File: config.mk
export PLATFORM = sky130hd
export DESIGN_NAME = u_arrtm8_k4_mac_acc_flat
export DESIGN_NICKNAME = d
export VERILOG_FILES = /design/src/rtl/u_arrtm8_k4_mac_acc_if.sv /design/src/rtl/u_arrtm8_k4_mac_acc.sv /design/src/flat_wrapper.sv
export SDC_FILE = /design/constraint.sdc
export NUM_CORES = 1
export LEC_CHECK = 0
export CAP_MARGIN = 20
export CORE_MARGIN = 2
export CORE_UTILIZATION = 56
export DETAILED_ROUTE_END_ITERATION = 12
export GPL_ROUTABILITY_DRIVEN = 0
export PLACE_DENSITY_LB_ADDON = 0.25
export SETUP_SLACK_MARGIN = 0.4
export SLEW_MARGIN = 20
export SYNTH_ARGS = -nofsm -noshare
export SYNTH_HDL_FRONTEND = slang
export SYNTH_SLANG_ARGS = --single-unit
File: constraint.sdc
create_clock -name clk -period 10.5 [get_ports clk]
set_clock_uncertainty 0.2 [all_clocks]
set_input_delay 1.05 -clock clk [delete_from_list [all_inputs] [get_ports clk]]
set_output_delay 1.05 -clock clk [all_outputs]
set_load 0.05 [all_outputs]
File: src/rtl/u_arrtm8_k4_mac_acc_if.sv
// Product-in / frame-sum-out handshake bundle for the truncated-multiplier
// MAC accumulator.
interface u_arrtm8_k4_mac_acc_if #(
  parameter int PROD_W = 16,
  parameter int ACC_W  = 24,
  parameter int CNT_W  = 4
);
  logic              in_valid;
  logic              in_ready;
  logic [PROD_W-1:0] in_prod;
  logic              in_last;
  logic              out_valid;
  logic              out_ready;
  logic [ACC_W-1:0]  out_sum;
  logic [CNT_W-1:0]  out_count;
  logic              out_ovf;

  modport slave (
    input  in_valid, in_prod, in_last, out_ready,
    output in_ready, out_valid, out_sum, out_count, out_ovf
  );

  modport master (
    output in_valid, in_prod, in_last, out_ready,
    input  in_ready, out_valid, out_sum, out_count, out_ovf
  );
endinterface

File: src/rtl/u_arrtm8_k4_mac_acc.sv
// Frame accumulator behind the 8-bit truncated array multiplier (k=4):
// sums up to LEN products, optional saturation, valid/ready result port.
module u_arrtm8_k4_mac_acc #(
  parameter int PROD_W    = 16,
  parameter int TRUNC_LSB = 8,
  parameter int ACC_W     = 24,
  parameter int LEN       = 8,
  parameter bit SAT       = 1'b1,
  localparam int CNT_W    = $clog2(LEN + 1)
) (
  input logic clk,
  input logic rst,
  u_arrtm8_k4_mac_acc_if.slave bus
);

  typedef enum logic {ACC, HOLD} state_t;

  localparam logic [ACC_W-1:0] KEEP =
    ~((ACC_W'(1) << TRUNC_LSB) - ACC_W'(1));

  state_t           state;
  state_t           state_n;
  logic [ACC_W-1:0] acc;
  logic [CNT_W-1:0] cnt;
  logic             sticky;

  logic             accept;
  logic             last_beat;
  logic [ACC_W-1:0] p;
  logic [ACC_W-1:0] base;
  logic [ACC_W:0]   sum_ext;
  logic             carry;
  logic [ACC_W-1:0] nxt;
  logic [CNT_W-1:0] cnt_inc;

  assign bus.in_ready = (state == ACC) || bus.out_ready;
  assign accept  = bus.in_valid && bus.in_ready;
  assign cnt_inc = cnt + CNT_W'(1);

  always_comb begin
    p       = ACC_W'(bus.in_prod) & KEEP;
    base    = (cnt == '0) ? '0 : acc;
    sum_ext = {1'b0, base} + {1'b0, p};
    carry   = sum_ext[ACC_W];
    nxt     = sum_ext[ACC_W-1:0];
    // once clamped, a frame stays at the ceiling until it ends
    if (SAT && (carry || sticky)) nxt = KEEP;
    last_beat = accept &&
      ((32'(cnt) + 32'd1 == 32'(LEN)) || bus.in_last);
  end

  always_comb begin
    state_n = state;
    unique case (state)
      ACC:  if (last_beat) state_n = HOLD;
      HOLD: if (bus.out_ready && !last_beat) state_n = ACC;
      default: state_n = ACC;
    endcase
  end

  always_ff @(posedge clk) begin
    if (rst) state <= ACC;
    else     state <= state_n;
  end

  always_ff @(posedge clk) begin
    if (rst) begin
      acc           <= '0;
      cnt           <= '0;
      sticky        <= 1'b0;
      bus.out_valid <= 1'b0;
      bus.out_sum   <= '0;
      bus.out_count <= '0;
      bus.out_ovf   <= 1'b0;
    end else begin
      bus.out_valid <= (state_n == HOLD);
      if (last_beat) begin
        bus.out_sum   <= nxt;
        bus.out_count <= cnt_inc;
        bus.out_ovf   <= sticky | carry;
        acc           <= '0;
        cnt           <= '0;
        sticky        <= 1'b0;
      end else if (accept) begin
        acc    <= nxt;
        cnt    <= cnt_inc;
        sticky <= sticky | carry;
      end
    end
  end

endmodule

File: src/flat_wrapper.sv
// flat-port wrapper written by rule: the top's interface ports become plain ports
module u_arrtm8_k4_mac_acc_flat 
#(
  parameter int PROD_W    = 16,
  parameter int TRUNC_LSB = 8,
  parameter int ACC_W     = 24,
  parameter int LEN       = 8,
  parameter bit SAT       = 1'b1,
  localparam int CNT_W    = $clog2(LEN + 1)
)
  (clk, rst, bus_in_valid, bus_in_prod, bus_in_last, bus_out_ready, bus_in_ready, bus_out_valid, bus_out_sum, bus_out_count, bus_out_ovf);
  u_arrtm8_k4_mac_acc_if #(.PROD_W(PROD_W), .ACC_W(ACC_W), .CNT_W(4)) bus_i ();
  input logic clk;
  input logic rst;
  input wire logic [$bits(bus_i.in_valid)-1:0] bus_in_valid;
  input wire logic [$bits(bus_i.in_prod)-1:0] bus_in_prod;
  input wire logic [$bits(bus_i.in_last)-1:0] bus_in_last;
  input wire logic [$bits(bus_i.out_ready)-1:0] bus_out_ready;
  output wire logic [$bits(bus_i.in_ready)-1:0] bus_in_ready;
  output wire logic [$bits(bus_i.out_valid)-1:0] bus_out_valid;
  output wire logic [$bits(bus_i.out_sum)-1:0] bus_out_sum;
  output wire logic [$bits(bus_i.out_count)-1:0] bus_out_count;
  output wire logic [$bits(bus_i.out_ovf)-1:0] bus_out_ovf;
  assign bus_i.in_valid = bus_in_valid;
  assign bus_i.in_prod = bus_in_prod;
  assign bus_i.in_last = bus_in_last;
  assign bus_i.out_ready = bus_out_ready;
  assign bus_in_ready = bus_i.in_ready;
  assign bus_out_valid = bus_i.out_valid;
  assign bus_out_sum = bus_i.out_sum;
  assign bus_out_count = bus_i.out_count;
  assign bus_out_ovf = bus_i.out_ovf;
  u_arrtm8_k4_mac_acc #(.PROD_W(PROD_W), .TRUNC_LSB(TRUNC_LSB), .ACC_W(ACC_W), .LEN(LEN), .SAT(SAT)) u_core (.clk(clk), .rst(rst), .bus(bus_i));
endmodule
==> impl_metrics.ini, run 1 <==
[floorplanning]
start_util = 0.584
die_x_um = 74.2
io_pins = 52
core_area_mm2 = 0.00472
die_h_um = 74.2
rows = 25
dieArea_mm2 = 0.00550

[timing]
slew_headroom = 0.273
setup_viol = 0
tightest_slew_ns = 1.09
fin_crit_sh = 0.384
setup_slack_ns = 6.46
finalMaxSlewViolations = 0
rsz0062_at_grt = false
fmax_mhz = 248
fin_tns_setup_ns = 0
finalCriticalPeriod_ns = 4.04
holdWs_ns = 0.257
hold_viol = 0

[route]
drcViolationCount = 0
dr.pass1.iters = 4
ant_nets = 0
drt_wl_total_mm = 6.70
vias = 2474
wire_per_inst_um = 15.8
viasPerCell = 5.85
drtIter0Drc = 165

[critical_path]
worstReg2RegStart = u_core.cnt[0]$_SDFFE_PP0P_
crit_path_end_kind = flip-flop
r2r_slack_ns = 6.79
crit_chain = clkdlybuf4s50_1 > nand2b_1 > and2_1 > o21a_1 > buf_4 > nor2_1 > o21ai_0 > a21oi_1
crit_arrival_ns = 4.11
cp.buffers_inverters = 2
r2r_end = u_core.acc[16]$_SDFFE_PP0P_
cp_max_fo = 25
max_stage_delay_ns = 0.83
cp_slowest_cell = nor2_1
critPathKind = in -> reg
r2r_cells = 12
cp.required_ns = 10.57
start_kind = input port
critPathTopFamily = simple AND/OR/NAND/NOR gates

[grt]
grt_pass1_vias = 2310
antenna_found_initial = 0
use_met2 = 0.414
grt_pass1_wl_mm = 10.8
grt_overflow_total = 0
grt_use_met3 = 0.111
grt-busiest-layer = met2
grtUsageTotal = 0.262
grtUsageMet1 = 0.315
grt_max_degree = 26

[synthesis]
synth_largest_area_cell = dfxtp_1
synth.top_cell.area_share = 0.429
synth.avg_cell_area_um2 = 8.83
netlist_instances = 312
synth-main-ff-cell = dfxtp_1
yosysUniqueCellTypes = 44
synthTopCellsByCount = 59 x dfxtp_1, 35 x a21oi_1, 27 x nand2_1, 25 x o21ai_0, 23 x nor2_1
synthArstFlopShare = 0
yosysSeqAreaShare = 0.429
synth.area.top_cells = dfxtp_1 43%, a21oi_1 6.4%, ha_1 4.5%, o21ai_0 4.5%, nand2_1 3.7%
synth_edf_count = 0
synthMostInstantiatedCell = dfxtp_1
ys_seq_elements = 59
synth_warnings = 0
syn_area_mm2 = 0.00276
synth_nets = 344

[pwr]
leakagePower_nw = 1.24
p_switching_uw = 162
powerDensity_mw_per_mm2 = 163
clkPwrFrac = 0.415
comb_power_share = 0.159
peakVddDrop_mv = 0.139
internal_power_uw = 398
p_sw_frac = 0.289
power.total_uw = 561
seq_power_share = 0.426

[clock_network]
htreeDepth = 3
ctsResizeCount = 0
clk_pin_slew_ns = 0.07
tritoncts = done
cts_buffers = 9
cts_hold_buf = 0
clockBufferDepth = 2
numClockSinks = 59
post_cts_buffers = 0
clock_tree.root_cell = clkbuf_8
clk_latency_ns = 0.35

[placement]
dp_slack_ns = 6.15
hpwl_mm = 4.61
placed_cells = 407
dpl_cell_area_mm2 = 0.00321
io_buffers = 43

[final_layout]
finalNonFillerCells = 423
syn2layout_area_growth_pct = 24.6
fin_util = 0.727
nNetsFinal = 383
diodes = 0
finalInstanceArea_mm2 = 0.00344
layout-drive-gt1-share = 0.0730

[hold_path]
worstHoldEndpoint = u_core.bus.out_count[1]$_SDFFE_PP0P_
hp-class = reg -> reg
whs_path_depth = 2
holdCritStartpoint = u_core.bus.out_count[1]$_SDFFE_PP0P_

[status]
status = complete, no violations

[job]
cap_viol_max_count = 0
==> cell usage in the layout, fill, tap and decap left out, types with 9 or more instances in the layout <==
| master | instances |
|---|---|
| a21oi_1 | 35 |
| and2_1 | 9 |
| clkbuf_8 | 9 |
| clkdlybuf4s50_1 | 43 |
| dfxtp_1 | 59 |
| ha_1 | 10 |
| nand2_1 | 27 |
| nand3_1 | 15 |
| nor2_1 | 23 |
| nor2b_1 | 9 |
| o21ai_0 | 25 |
| xor2_1 | 9 |
==> worst max-delay path by stage <==
stage | start | slack, ns | depth (start not counted) | to
6_report | bus_out_ready | 6.46 | 8 | u_core.acc[16]$_SDFFE_PP0P_
5_1_grt | bus_out_ready | 6.29 | 8 | u_core.acc[16]$_SDFFE_PP0P_
4_1_cts | bus_out_ready | 6.50 | 8 | u_core.acc[16]$_SDFFE_PP0P_
3_5_place_dp | bus_out_ready | 6.15 | 8 | u_core.acc[16]$_SDFFE_PP0P_
3_3_place_gp | bus_out_ready | 6.20 | 8 | u_core.acc[0]$_SDFFE_PP0P_
2_1_floorplan | u_core.cnt[0]$_SDFFE_PP0P_ | 6.97 | 12 | u_core.acc[10]$_SDFFE_PP0P_
==> area by class of cell <==
| cell class | instances | area [µm²] |
|---|---|---|
| flip-flops and latches | 59 | 1180 |
| clock inverters | 7 | 100 |
| clock buffers | 9 | 124 |
| repair buffers | 45 | 445 |
| well taps | 67 | 83.8 |
| multi-input cells | 233 | 1490 |
| inverters | 3 | 11.3 |
| fillers | 385 | 1290 |
==> per-layer routing <==
metal	vias up	part of all wire
li1	1200	-
met1	1173	0.44
met4	0	0.024
met3	20	0.060
met5	-	0
met2	81	0.47
==> state kept, by name, summed over array words and instances, names as in the netlist <==
signal / flops
u_core.bus.out_count: 4
u_core.acc: 24
u_core.bus.out_sum: 24
u_core.sticky: 1
u_core.bus.out_ovf: 1
u_core.bus.out_valid: 1
u_core.cnt: 4
==> power groups by stage <==
stage	clock (mW)	combinational, mW	sequential (mW)
floorplan	0	0.0419	0.261
global placement	0	0.0867	0.243
detailed placement	0	0.0883	0.243
CTS	0.237	0.0889	0.238
global route	0.246	0.0952	0.239
finish	0.233	0.0891	0.239
==> logic make-up (layout without fill, tap and decap cells) <==
kind of cell / count (synthesis) / count (layout) / share of synthesized area
muxes: 1 / 1 / 0.00363
xor gates and xnor gates: 16 / 16 / 0.0508
DFF: 59 / 59 / 0.429
and+or+nand+nor: 101 / 101 / 0.189
adders and majority gates: 11 / 11 / 0.0527
buffers and inverters: 20 / 64 / 0.0309
AOI/OAI and AO/OA: 104 / 104 / 0.244
==> worst reg2reg max path, delay by kind of cell (launching register included) <==
kind,cells,cell delay (ns)
AOI/OAI and AO/OA,4,1.16
DFF,1,0.36
adders and majority gates,3,0.84
buffers and inverters,2,0.36
and+or+nand+nor,3,0.66
No activity file was read; power rests on OpenSTA's default activity.
==> run 2, diff against run 1 <==
--- a/config.mk
+++ b/config.mk
@@ -7,7 +7,7 @@
 export LEC_CHECK = 0
 export CAP_MARGIN = 20
 export CORE_MARGIN = 2
-export CORE_UTILIZATION = 56
+export CORE_UTILIZATION = 52
 export DETAILED_ROUTE_END_ITERATION = 12
 export GPL_ROUTABILITY_DRIVEN = 0
 export PLACE_DENSITY_LB_ADDON = 0.25
==> constraint.sdc (replaced) <==
create_clock -name clk -period 3.89 [get_ports clk]
set_clock_uncertainty 0.2 [all_clocks]
set_input_delay 0.389 -clock clk [delete_from_list [all_inputs] [get_ports clk]]
set_output_delay 0.389 -clock clk [all_outputs]
set_load 0.05 [all_outputs]
==> run 2 against run 1 <==
  * Hold slack worse by 0.00094 ns
  * Die area is 7.3% higher
  * Register-to-register slack worse by 6.2 ns
  * Sequential power grew to 2.7 times the previous value
  * Via count is 0.12% lower
  * Routed wire length hardly changed
  * Core utilization is 3.4 points lower
  * Critical path depth is 5 higher
  * Clock-buffer cell count stayed put
  * Combinational power grew to 2.8 times the previous value
  * Sequential share of layout area is 1.0 points lower
  * Critical endpoint is now u_core.acc[1]$_SDFFE_PP0P_
  * Largest power group unchanged
  * Highest routed layer unchanged
==> impl_metrics.ini, run 2 (synthesis results as in run 1) <==
[status]
status = complete, no violations

[clock_network]
clk_latency_ns = 0.35
numClockSinks = 59
cts_buffers = 9
htreeDepth = 3
clock_tree.root_cell = clkbuf_8
clk_pin_slew_ns = 0.07
tritoncts = done
clockBufferDepth = 2

[route]
ant_nets = 0
drtIter0Drc = 216
drcViolationCount = 0
viasPerCell = 5.69
wire_per_inst_um = 15.4
drt_wl_total_mm = 6.70
dr.pass1.iters = 4
vias = 2471

[placement]
hpwl_mm = 4.58
dpl_cell_area_mm2 = 0.00324
placed_cells = 413
io_buffers = 43

[pwr]
peakVddDrop_mv = 0.385
comb_power_share = 0.165
powerDensity_mw_per_mm2 = 433
leakagePower_nw = 1.29
internal_power_mw = 1.08
clkPwrFrac = 0.414
p_switching_uw = 447
seq_power_share = 0.420
p_sw_frac = 0.292

[timing]
fin_crit_sh = 0.855
finalCriticalPeriod_ns = 3.33
fin_tns_setup_ns = 0
fmax_mhz = 301
rsz0062_at_grt = true
slew_headroom = 0.529
finalMaxSlewViolations = 0
hold_viol = 0
setup_viol = 0
tightest_slew_ns = 0.704

[final_layout]
diodes = 0
nNetsFinal = 391
layout-drive-gt1-share = 0.113
finalNonFillerCells = 434
finalInstanceArea_mm2 = 0.00354
final_cell_mix = 59 x dfxtp_1, 43 x clkdlybuf4s50_1, 34 x a21oi_1
layout.cells.most_common = dfxtp_1
largestRegisters = u_core.acc (24), u_core.bus.out_sum (24)
syn2layout_area_growth_pct = 28.4

[grt]
grt_max_degree = 35
grt_pass1_wl_mm = 11.0
grt_pass1_vias = 2227
grtUsageTotal = 0.237
grt_overflow_total = 0
antenna_found_initial = 0

[hold_path]
hp-class = reg -> reg
whs_path_depth = 2

[floorplanning]
core_area_mm2 = 0.00511
dieArea_mm2 = 0.00590
die_h_um = 76.8
io_pins = 52
rows = 26
start_util = 0.540
die_x_um = 76.8

[critical_path]
crit_path_end_kind = flip-flop
r2r_cells = 13
start_kind = flip-flop
critPathKind = reg -> reg
cp.required_ns = 3.93
crit_arrival_ns = 3.37
cp_max_fo = 11

[job]
cap_viol_max_count = 0
-- run 2: final timing paths --
check                                                         from  slack, ns                            endpoint
worst max-delay path                    u_core.cnt[0]$_SDFFE_PP0P_       0.56          u_core.acc[1]$_SDFFE_PP0P_
worst min register to register  u_core.bus.out_sum[5]$_SDFFE_PP0P_       0.26  u_core.bus.out_sum[5]$_SDFFE_PP0P_
worst max register to register          u_core.cnt[0]$_SDFFE_PP0P_       0.56          u_core.acc[1]$_SDFFE_PP0P_
worst min-delay path            u_core.bus.out_sum[5]$_SDFFE_PP0P_       0.26  u_core.bus.out_sum[5]$_SDFFE_PP0P_
-- run 2: per-stage QoR --
stage	hold WS (ns)	utilization	worst slack, ns	power [mW]
6_report	0.256	0.693	0.563	1.53
5_1_grt	0.280	0.693	0.402	1.58
4_1_cts	0.258	0.683	0.429	1.53
3_5_place_dp	0.243	0.634	0.194	0.898
3_3_place_gp	0.242	0.634	0.292	0.896
2_1_floorplan	0.229	-	0.426	0.819
-- run 2: area by class of cell --
cell class	count	area, µm²
tap	70	87.6
timing repair buffer	53	505
clock inverter	7	101
sequential	59	1180
clock buffer	9	124
fill	406	1570
inverter	3	11.3
multi-input combinational	233	1530
-- run 2: worst max-delay path, stage by stage, from the launching register on --
cell      delay, ns
dfxtp_1        0.36
inv_1          0.07
ha_1           0.18
nor3b_4        0.30
buf_4          0.18
buf_4          0.22
nor2b_1        0.09
ha_2           0.38
nand2_1        0.12
a211oi_4       0.35
a31o_4         0.29
nor2_8         0.06
o21a_2         0.24
and2_1         0.16
-- run 2: per-layer routing --
metal | routed length (µm) | vias to the layer above | global-route usage | part of all wire
met5 | 0 | - | 0 | 0
met4 | 154 | 0 | 0.122 | 0.023
met3 | 365 | 15 | 0.0624 | 0.054
met2 | 3100 | 78 | 0.356 | 0.46
met1 | 3090 | 1163 | 0.312 | 0.46
li1 | - | 1215 | - | -
-- run 2: repair_timing --
action | CTS | global route
hold buffers | 0 | 0
pin swaps | 1 | 3
buffers inserted | 3 | 2
gates resized for setup | 1 | 7
endpoints found under the setup margin | 41 | 45
-- run 2: power groups by stage --
stage | Sequential [mW] | Clock (mW) | Combinational, mW
finish | 0.644 | 0.635 | 0.253
global route | 0.646 | 0.664 | 0.271
floorplan | 0.706 | 0 | 0.114
detailed placement | 0.657 | 0 | 0.241
global placement | 0.656 | 0 | 0.239
CTS | 0.644 | 0.635 | 0.247
==> run 3, diff against run 2 <==
--- a/config.mk
+++ b/config.mk
@@ -11,7 +11,7 @@
 export DETAILED_ROUTE_END_ITERATION = 12
 export GPL_ROUTABILITY_DRIVEN = 0
 export PLACE_DENSITY_LB_ADDON = 0.25
-export SETUP_SLACK_MARGIN = 0.4
+export SETUP_SLACK_MARGIN = 0.3
 export SLEW_MARGIN = 20
 export SYNTH_ARGS = -nofsm -noshare
 export SYNTH_HDL_FRONTEND = slang
==> constraint.sdc (replaced) <==
create_clock -name clk -period 3.89 [get_ports clk]
set_clock_uncertainty 0.2 [all_clocks]
set_input_delay 0.778 -clock clk [delete_from_list [all_inputs] [get_ports clk]]
set_output_delay 0.778 -clock clk [all_outputs]
set_load 0.05 [all_outputs]
==> run 3 against run 2 <==
  * Hold slack better by 0.0018 ns
  * Sequential share of layout area up 0.11 points
  * Critical path type unchanged
  * Cell area down 0.32%
  * Sequential cell count unchanged
  * Register-to-register slack worse by 0.13 ns
  * Global-route usage up 0.55 points
  * Highest routed layer unchanged
  * Clock-buffer cell count up 1
  * Clock power up 10%
  * Power up 4.0%
  * Critical endpoint is now u_core.acc[19]$_SDFFE_PP0P_
==> impl_metrics.ini, run 3 (synthesis results as in run 1) <==
[clock_network]
clk_latency_ns = 0.34
clk_pin_slew_ns = 0.07
numClockSinks = 59
clockBufferDepth = 2
htreeDepth = 3
cts_hold_buf = 0
clock_tree.root_cell = clkbuf_8
tritoncts = done
cts_buffers = 9

[floorplanning]
io_pins = 52
die_h_um = 76.8
core_area_mm2 = 0.00511
start_util = 0.540
rows = 26
dieArea_mm2 = 0.00590
die_x_um = 76.8

[route]
vias = 2485
wire_per_inst_um = 15.8
drtIter0Drc = 196
viasPerCell = 5.74
dr.pass1.iters = 4
drcViolationCount = 0
drt_wl_total_mm = 6.86
ant_nets = 0

[grt]
grt_max_degree = 21
grtUsageTotal = 0.242
grt_overflow_total = 0
antenna_found_initial = 0
grt_pass1_wl_mm = 11.4
grt_pass1_vias = 2326

[timing]
finalMaxSlewViolations = 0
fmax_mhz = 289
finalCriticalPeriod_ns = 3.45
fin_crit_sh = 0.888
tightest_slew_ns = 1.03
hold_viol = 0
fin_tns_setup_ns = 0
rsz0062_at_grt = true
setup_viol = 0
slew_headroom = 0.307

[critical_path]
crit_path_end_kind = flip-flop
cp.required_ns = 3.95
critPathKind = reg -> reg
start_kind = flip-flop
cp_max_fo = 15
crit_arrival_ns = 3.51

[placement]
hpwl_mm = 4.61
io_buffers = 43

[pwr]
powerDensity_mw_per_mm2 = 451
leakagePower_nw = 1.30
peakVddDrop_mv = 0.391

[final_layout]
final_cell_mix = 59 x dfxtp_1, 43 x clkdlybuf4s50_1, 35 x a21oi_1
largestRegisters = u_core.acc (24), u_core.bus.out_sum (24)
diodes = 0
layout-drive-gt1-share = 0.0937
syn2layout_area_growth_pct = 28.0
fillers = 410
fin_util = 0.691
nNetsFinal = 390
layout.cells.most_common = dfxtp_1

[status]
status = complete, no violations

[hold_path]
hp-class = reg -> reg

[job]
cap_viol_max_count = 0
## run 3: changes by cell type in the layout (fill, tap and decap cells not counted), sizes merged
| cell | previous run | this run |
|---|---|---|
| clkinvlp | 2 | 0 |
| buf | 10 | 9 |
| bufinv | 2 | 3 |
| clkbuf | 9 | 10 |
| clkinv | 2 | 3 |
| inv | 4 | 3 |
## run 3: per-layer routing
| layer | part of all wire | wire length (µm) | vias to the layer above | GRT usage |
|---|---|---|---|---|
| li1 | - | - | 1217 | - |
| met5 | 0 | 0 | - | 0 |
| met2 | 0.47 | 3250 | 76 | 0.385 |
| met3 | 0.054 | 370 | 10 | 0.0471 |
| met4 | 0.016 | 110 | 0 | 0.104 |
| met1 | 0.46 | 3120 | 1182 | 0.321 |
## run 3: final timing paths
path	start	slack [ns]	endpoint	cells after the start
worst max-delay path	u_core.cnt[0]$_SDFFE_PP0P_	0.44	u_core.acc[19]$_SDFFE_PP0P_	11
worst max register to register	u_core.cnt[0]$_SDFFE_PP0P_	0.44	u_core.acc[19]$_SDFFE_PP0P_	11
worst min-delay path	u_core.bus.out_sum[1]$_SDFFE_PP0P_	0.26	u_core.bus.out_sum[1]$_SDFFE_PP0P_	2
worst min register to register	u_core.bus.out_sum[1]$_SDFFE_PP0P_	0.26	u_core.bus.out_sum[1]$_SDFFE_PP0P_	2
## run 3: area by class of cell
type / instances / area [µm²] / share of cell area
tap: 70 / 87.6 / 0.0248
timing repair buffer: 52 / 498 / 0.141
multi-input combinational: 233 / 1500 / 0.425
clock inverter: 6 / 113 / 0.0319
sequential: 59 / 1180 / 0.335
clock buffer: 10 / 138 / 0.0390
inverter: 3 / 11.3 / 0.00319
## run 3: where the power goes
group	total, mW	switching (mW)	internal [mW]
registers	0.644	0.0152	0.629
logic	0.247	0.160	0.0878
clock network	0.701	0.257	0.444
total	1.59	0.432	1.16
## run 3: repair_timing
| item | in CTS | in global routing |
|---|---|---|
| resized for setup | 0 | 2 |
| endpoints found under the setup margin | 0 | 34 |
| buffers inserted | 0 | 3 |
## run 3: stage by stage
stage          total power [mW]  std cells  area, µm²  worst slack, ns  hold slack [ns]
3_3_place_gp              0.896        414       3250            0.203            0.242
2_1_floorplan             0.819        312       2760            0.362            0.229
6_report                   1.59        433       3530            0.436            0.258
4_1_cts                    1.59        430       3500            0.360            0.260
5_1_grt                    1.64        433       3530            0.289            0.285
3_5_place_dp              0.900        414       3250            0.178            0.244
## run 3: critical path: stages, from the launching register on
cell and delay (ns):
dfxtp_1 0.36, inv_1 0.08, ha_1 0.17, nor3b_4 0.32
buf_4 0.31, nor2b_1 0.08, ha_1 0.38, o211ai_1 0.13
nor3_1 0.39, o21ai_1 0.29, or4_1 0.46, a31oi_1 0.18
